### src/rtl/mem_arbiter_if.sv
// Bus bundle between the memory arbiter, its two requesters (core, external) and the memory macro.
interface mem_arbiter_if #(
   parameter int AW = 32,
   parameter int DW = 32
);
   logic          cpu_req;
   logic          cpu_we;
   logic [AW-1:0] cpu_adr;
   logic [DW-1:0] cpu_wd;
   logic [DW-1:0] cpu_rd;
   logic          cpu_ready;

   logic          ext_req;
   logic          ext_we;
   logic [AW-1:0] ext_adr;
   logic [DW-1:0] ext_wd;
   logic [DW-1:0] ext_rd;
   logic          ext_ready;

   logic          mem_en;
   logic          mem_we;
   logic [AW-1:0] mem_adr;
   logic [DW-1:0] mem_wd;
   logic [DW-1:0] mem_rd;

   modport slave (
      input  cpu_req, cpu_we, cpu_adr, cpu_wd,
      output cpu_rd, cpu_ready,
      input  ext_req, ext_we, ext_adr, ext_wd,
      output ext_rd, ext_ready,
      output mem_en, mem_we, mem_adr, mem_wd,
      input  mem_rd
   );

   modport master (
      output cpu_req, cpu_we, cpu_adr, cpu_wd,
      input  cpu_rd, cpu_ready,
      output ext_req, ext_we, ext_adr, ext_wd,
      input  ext_rd, ext_ready,
      input  mem_en, mem_we, mem_adr, mem_wd,
      output mem_rd
   );
endinterface

### src/rtl/mem_arbiter.sv
// Arbitrates the unified memory between the core (fixed priority) and one external requester,
// with a starvation bound that forces an external grant after STARVE_MAX consecutive core grants.
//
// state | meaning
// IDLE  | arbitrate; on grant latch owner/we/adr/wd and launch the memory strobe
// ISSUE | mem_en high for one cycle; writes finish, reads start counting latency
// WAIT  | read latency down-counter running, mem_en low
// DONE  | one-cycle ready pulse to the owner only
module mem_arbiter #(
   parameter int AW         = 32,
   parameter int DW         = 32,
   parameter int MEM_LAT    = 2,
   parameter int STARVE_MAX = 4
) (
   input logic          clk,
   input logic          reset,
   mem_arbiter_if.slave bus
);

   typedef enum logic [1:0] {IDLE, ISSUE, WAIT, DONE} state_t;
   typedef enum logic {OWN_CPU, OWN_EXT} owner_t;

   localparam logic [3:0] LAT_LOAD   = 4'(MEM_LAT - 1);
   localparam logic [3:0] STARVE_LIM = 4'(STARVE_MAX);

   state_t        state;
   owner_t        owner;
   logic [3:0]    starve_cnt;
   logic [3:0]    lat_cnt;
   logic          we_q;
   logic          mem_en_q;
   logic          mem_we_q;
   logic          cpu_ready_q;
   logic          ext_ready_q;
   logic [AW-1:0] adr_q;
   logic [DW-1:0] wd_q;
   logic [DW-1:0] cpu_rd_q;
   logic [DW-1:0] ext_rd_q;

   logic any_req;
   logic grant_ext;
   logic lat_tc;

   assign any_req   = bus.cpu_req | bus.ext_req;
   assign grant_ext = bus.ext_req & (~bus.cpu_req | (starve_cnt == STARVE_LIM));
   assign lat_tc    = (lat_cnt == 4'd0);

   // Latency is counted from the edge that launches mem_en, so the counter is
   // loaded at grant and mem_rd is sampled in the cycle it reaches terminal count.
   always_ff @(posedge clk or negedge reset) begin
      if (!reset) begin
         state       <= IDLE;
         owner       <= OWN_CPU;
         starve_cnt  <= 4'd0;
         lat_cnt     <= 4'd0;
         we_q        <= 1'b0;
         mem_en_q    <= 1'b0;
         mem_we_q    <= 1'b0;
         cpu_ready_q <= 1'b0;
         ext_ready_q <= 1'b0;
         adr_q       <= '0;
         wd_q        <= '0;
         cpu_rd_q    <= '0;
         ext_rd_q    <= '0;
      end else begin
         mem_en_q    <= 1'b0;
         mem_we_q    <= 1'b0;
         cpu_ready_q <= 1'b0;
         ext_ready_q <= 1'b0;
         case (state)
            IDLE: begin
               if (!bus.ext_req) starve_cnt <= 4'd0;
               if (any_req) begin
                  owner    <= grant_ext ? OWN_EXT : OWN_CPU;
                  we_q     <= grant_ext ? bus.ext_we  : bus.cpu_we;
                  adr_q    <= grant_ext ? bus.ext_adr : bus.cpu_adr;
                  wd_q     <= grant_ext ? bus.ext_wd  : bus.cpu_wd;
                  mem_en_q <= 1'b1;
                  mem_we_q <= grant_ext ? bus.ext_we  : bus.cpu_we;
                  lat_cnt  <= LAT_LOAD;
                  state    <= ISSUE;
                  if (grant_ext)
                     starve_cnt <= 4'd0;
                  else if (bus.ext_req && starve_cnt != STARVE_LIM)
                     starve_cnt <= starve_cnt + 4'd1;
               end
            end
            ISSUE, WAIT: begin
               if (state == ISSUE && we_q) begin
                  cpu_ready_q <= (owner == OWN_CPU);
                  ext_ready_q <= (owner == OWN_EXT);
                  state       <= DONE;
               end else if (lat_tc) begin
                  if (owner == OWN_CPU) cpu_rd_q <= bus.mem_rd;
                  else                  ext_rd_q <= bus.mem_rd;
                  cpu_ready_q <= (owner == OWN_CPU);
                  ext_ready_q <= (owner == OWN_EXT);
                  state       <= DONE;
               end else begin
                  lat_cnt <= lat_cnt - 4'd1;
                  state   <= WAIT;
               end
            end
            DONE: begin
               state <= IDLE;
            end
            default: begin
               state <= IDLE;
            end
         endcase
      end
   end

   assign bus.mem_en    = mem_en_q;
   assign bus.mem_we    = mem_en_q & mem_we_q;
   assign bus.mem_adr   = adr_q;
   assign bus.mem_wd    = wd_q;
   assign bus.cpu_rd    = cpu_rd_q;
   assign bus.cpu_ready = cpu_ready_q;
   assign bus.ext_rd    = ext_rd_q;
   assign bus.ext_ready = ext_ready_q;

endmodule

### src/flat_wrapper.sv
// flat-port wrapper written by rule: the top's interface ports become plain ports
module mem_arbiter_flat 
#(
   parameter int AW         = 32,
   parameter int DW         = 32,
   parameter int MEM_LAT    = 2,
   parameter int STARVE_MAX = 4
)
  (clk, reset, bus_cpu_req, bus_cpu_we, bus_cpu_adr, bus_cpu_wd, bus_cpu_rd, bus_cpu_ready, bus_ext_req, bus_ext_we, bus_ext_adr, bus_ext_wd, bus_ext_rd, bus_ext_ready, bus_mem_en, bus_mem_we, bus_mem_adr, bus_mem_wd, bus_mem_rd);
  mem_arbiter_if #(.AW(AW), .DW(DW)) bus_i ();
  input logic clk;
  input logic reset;
  input wire logic [$bits(bus_i.cpu_req)-1:0] bus_cpu_req;
  input wire logic [$bits(bus_i.cpu_we)-1:0] bus_cpu_we;
  input wire logic [$bits(bus_i.cpu_adr)-1:0] bus_cpu_adr;
  input wire logic [$bits(bus_i.cpu_wd)-1:0] bus_cpu_wd;
  output wire logic [$bits(bus_i.cpu_rd)-1:0] bus_cpu_rd;
  output wire logic [$bits(bus_i.cpu_ready)-1:0] bus_cpu_ready;
  input wire logic [$bits(bus_i.ext_req)-1:0] bus_ext_req;
  input wire logic [$bits(bus_i.ext_we)-1:0] bus_ext_we;
  input wire logic [$bits(bus_i.ext_adr)-1:0] bus_ext_adr;
  input wire logic [$bits(bus_i.ext_wd)-1:0] bus_ext_wd;
  output wire logic [$bits(bus_i.ext_rd)-1:0] bus_ext_rd;
  output wire logic [$bits(bus_i.ext_ready)-1:0] bus_ext_ready;
  output wire logic [$bits(bus_i.mem_en)-1:0] bus_mem_en;
  output wire logic [$bits(bus_i.mem_we)-1:0] bus_mem_we;
  output wire logic [$bits(bus_i.mem_adr)-1:0] bus_mem_adr;
  output wire logic [$bits(bus_i.mem_wd)-1:0] bus_mem_wd;
  input wire logic [$bits(bus_i.mem_rd)-1:0] bus_mem_rd;
  assign bus_i.cpu_req = bus_cpu_req;
  assign bus_i.cpu_we = bus_cpu_we;
  assign bus_i.cpu_adr = bus_cpu_adr;
  assign bus_i.cpu_wd = bus_cpu_wd;
  assign bus_cpu_rd = bus_i.cpu_rd;
  assign bus_cpu_ready = bus_i.cpu_ready;
  assign bus_i.ext_req = bus_ext_req;
  assign bus_i.ext_we = bus_ext_we;
  assign bus_i.ext_adr = bus_ext_adr;
  assign bus_i.ext_wd = bus_ext_wd;
  assign bus_ext_rd = bus_i.ext_rd;
  assign bus_ext_ready = bus_i.ext_ready;
  assign bus_mem_en = bus_i.mem_en;
  assign bus_mem_we = bus_i.mem_we;
  assign bus_mem_adr = bus_i.mem_adr;
  assign bus_mem_wd = bus_i.mem_wd;
  assign bus_i.mem_rd = bus_mem_rd;
  mem_arbiter #(.AW(AW), .DW(DW), .MEM_LAT(MEM_LAT), .STARVE_MAX(STARVE_MAX)) u_core (.clk(clk), .reset(reset), .bus(bus_i));
endmodule
### config.mk
export PLATFORM = sky130hd
export DESIGN_NAME = mem_arbiter_flat
export DESIGN_NICKNAME = d
export VERILOG_FILES = /design/src/rtl/mem_arbiter_if.sv /design/src/rtl/mem_arbiter.sv /design/src/flat_wrapper.sv
export SDC_FILE = /design/constraint.sdc
export NUM_CORES = 1
export LEC_CHECK = 0
export ABC_AREA = 1
export BUFFER_PORTS_ARGS = -buffer_cell sky130_fd_sc_hd__buf_2
export CAP_MARGIN = 20
export CELL_PAD_IN_SITES_DETAIL_PLACEMENT = 0
export CELL_PAD_IN_SITES_GLOBAL_PLACEMENT = 2
export CORE_MARGIN = 1
export CORE_UTILIZATION = 28
export DETAILED_ROUTE_END_ITERATION = 10
export HOLD_SLACK_MARGIN = 0.1
export PLACE_DENSITY = 0.92
export SLEW_MARGIN = 10
export SYNTH_ARGS = -nofsm -noshare
export SYNTH_HDL_FRONTEND = slang
export SYNTH_SLANG_ARGS = --single-unit
### constraint.sdc
create_clock -name clk -period 4.2 [get_ports clk]
set_input_delay 0.21 -clock clk [delete_from_list [all_inputs] [get_ports clk]]
set_output_delay 0.21 -clock clk [all_outputs]
set_load 0.1 [all_outputs]
==> impl_metrics.tcl <==
set metrics [dict create \
    status "finished clean" \
    io_pins 298 \
    cts_setup_buffers 0 \
    grt_pass1_vias 7261 \
    drt-initial-drc-count 426 \
    fmax_mhz 368 \
    path_buf_inv 2 \
    final-hold-violation-count 0 \
    syn_nets 925 \
    rows 55 \
    vias 7079 \
    fin_setup_tns_ps 0 \
    yosysSeqAreaShare 0.559 \
    cp-end-kind "flip-flop" \
    grt_max_degree 85 \
    cts-buffers-inserted 17 \
    rsz0062_at_grt "no" \
    place.port_buffers 297 \
    cp_max_fo 34 \
    clock-sinks 144 \
    relSlewSlack 0.282 \
    timing.final.crit_share 0.647 \
    crit_top_cell "nand2_1" \
    grt_usage 0.200 \
    maxCapViolations 0 \
    drive_above_1_share 0.294 \
    area_growth_pct 59.6 \
    layoutNonFillerInstCount 1483 \
    synth-simple-area-share 0.357 \
    final_cell_area_sq_um 10300 \
    synth_compound_gate_area_share 0.0109 \
    finalWeightedCongestion 0.795 \
    skew_ps 15.5 \
    yosysUniqueCellTypes 20 \
    setup_viol 0 \
    insertion_delay_ps 420 \
    min_period_ps 2720 \
    die_area_sq_um 23600 \
    drt_wl_total_microns 23100 \
    clk_pin_slew_ps 70 \
    cts_root_buf "clkbuf_16" \
    die_y_microns 154 \
    clock_path_buffers 2 \
    grt_pass1_wl_microns 37400 \
    r2r_start "u_core.state[0]" \
    worst_pin_slew_ps 1070 \
    post-route-drc-count 0 \
    crit_start "u_core.state[0]" \
    ant_nets 0 \
    avgRoutedWirePerCell_microns 15.6 \
    yosys.area_share.adder 0.0136 \
    crit_chain "inv_1, ha_2, nand3_1, inv_2, nand2_1, nand2_1, nand2_1" \
    syn_area_sq_um 6450 \
    worstPathRequired_ps 4500 \
    overflow 0 \
    dpl_cell_area_sq_um 8100 \
    dpl.cell_count 1288 \
    synth_cells 752 \
    antenna_found_initial 1 \
    hp-class "in -> reg" \
    worstSetupPathType "reg -> reg" \
    hpwl_microns 14400 \
    crit_path_max_incr_delay_ps 800 \
    yosysWarnings 0 \
    synth_top_family_by_area "simple AND/OR/NAND/NOR gates" \
    synth_xor_area_frac 0.00136 \
    hp-start "bus_cpu_req" \
    final_net_count 1358 \
    ys_ff_latch 144 \
    die_x_microns 154 \
    core_sq_um 22600 \
    hold_buffers 163 \
    start_util 0.285 \
    drt_pre_antenna_iters 4 \
    worstPathArrival_ps 3010 \
    synth_mux_area_frac 0 \
    h-tree-depth 4 \
    ctsResizeCount 0 \
    cpLargestDelayFamily "simple AND/OR/NAND/NOR gates" \
    startpoint_type "flip-flop" \
    synth.avg_cell_area_sq_um 8.57 \
    antenna-diode-count 0 \
    cpMaxStageDelayCell "nand2_1" \
    slew_viol_final 0 \
    cts_tree "built" \
    viasPerCell 4.77 \
]
==> state kept, by name, summed over array words and instances (netlist names) <==
signal,count
u_core.bus.cpu_ready,1
u_core.bus.ext_ready,1
u_core.we_q,1
u_core.mem_we_q,1
u_core.bus.cpu_rd,32
u_core.bus.mem_wd,32
u_core.bus.ext_rd,32
u_core.lat_cnt,4
u_core.owner,1
u_core.bus.mem_adr,32
u_core.bus.mem_en,1
u_core.state,2
u_core.starve_cnt,4
==> layout by cell type (no fill, tap or decap), drive strengths merged <==
master	count
buf	309
nor2	16
a21oi	3
clkinvlp	4
dfrtp	144
inv	26
o21ai	11
nand2	259
nand3	168
xor2	1
clkbuf	18
nor3	1
clkinv	2
ha	7
nand4	65
dlygate4sd3	163
or2	1
==> kinds of logic after synthesis <==
family | count (synthesis)
compound gates | 14
xor+xnor | 1
fa+ha+maj | 7
simple gates | 510
buf+inv | 76
flops | 144
==> cell usage after synthesis <==
library cell	number	area, sq um
buf_1	1	3.75
nand2_1	259	972
inv_2	4	15.0
o21ai_1	1	5.00
xor2_1	1	8.76
buf_4	10	75.1
buf_2	28	140
nor3_2	1	10.0
a21oi_1	3	15.0
o21ai_0	10	50.1
buf_6	2	22.5
dfrtp_1	144	3600
nand3_1	168	841
clkbuf_1	17	63.8
or2_2	1	6.26
nor2_4	1	11.3
nor2_1	15	56.3
inv_1	14	52.6
ha_1	7	87.6
nand4_1	65	407
==> per-layer routing <==
metal	track usage	wire length, microns
met1	0.237	10000
met5	0	10
met4	0.0781	505
met3	0.0583	1720
met2	0.341	10900
==> worst register-to-register path, delay by kind of cell, from the launching register on <==
kind	cells	cell delay [ps]
buf+inv	2	530
flops	1	390
simple gates	4	1320
fa+ha+maj	1	360
==> area by class of cell <==
type                            instances  area (sq um)
Fill cell                            2236         12400
Inverter                               18          67.6
Multi-Input combinational cell        532          2490
Sequential cell                       144          3600
Clock buffer                           18           439
Timing Repair Buffer                  472          3210
Clock inverter                         14           119
Tap cell                              285           357
==> per-stage QoR <==
step | util | hold WS (ps) | setup slack, ps
5_1_grt | 0.454 | 113 | 1210
4_1_cts | 0.454 | 100 | 1440
6_report | 0.454 | 121 | 1480
3_5_place_dp | 0.358 | 341 | 1450
2_1_floorplan | - | -85.6 | 2360
3_3_place_gp | 0.358 | 341 | 1530
==> worst paths after layout <==
| check | end | slack [ps] | cells past startpoint |
|---|---|---|---|
| max in group asynchronous | u_core.bus.mem_wd[30] | 2770 | 3 |
| setup / recovery | u_core.bus.cpu_rd[24] | 1480 | 7 |
| hold / removal | u_core.starve_cnt[2] | 120 | 3 |
| min in group asynchronous | u_core.bus.ext_rd[4] | 440 | 2 |
| hold reg to reg | u_core.bus.cpu_rd[9] | 470 | 2 |
| setup reg to reg | u_core.bus.cpu_rd[24] | 1480 | 7 |
Power is left out: the tool's default activity adds up to more than one toggle a clock period on the data nets, which glitch-free logic cannot reach.
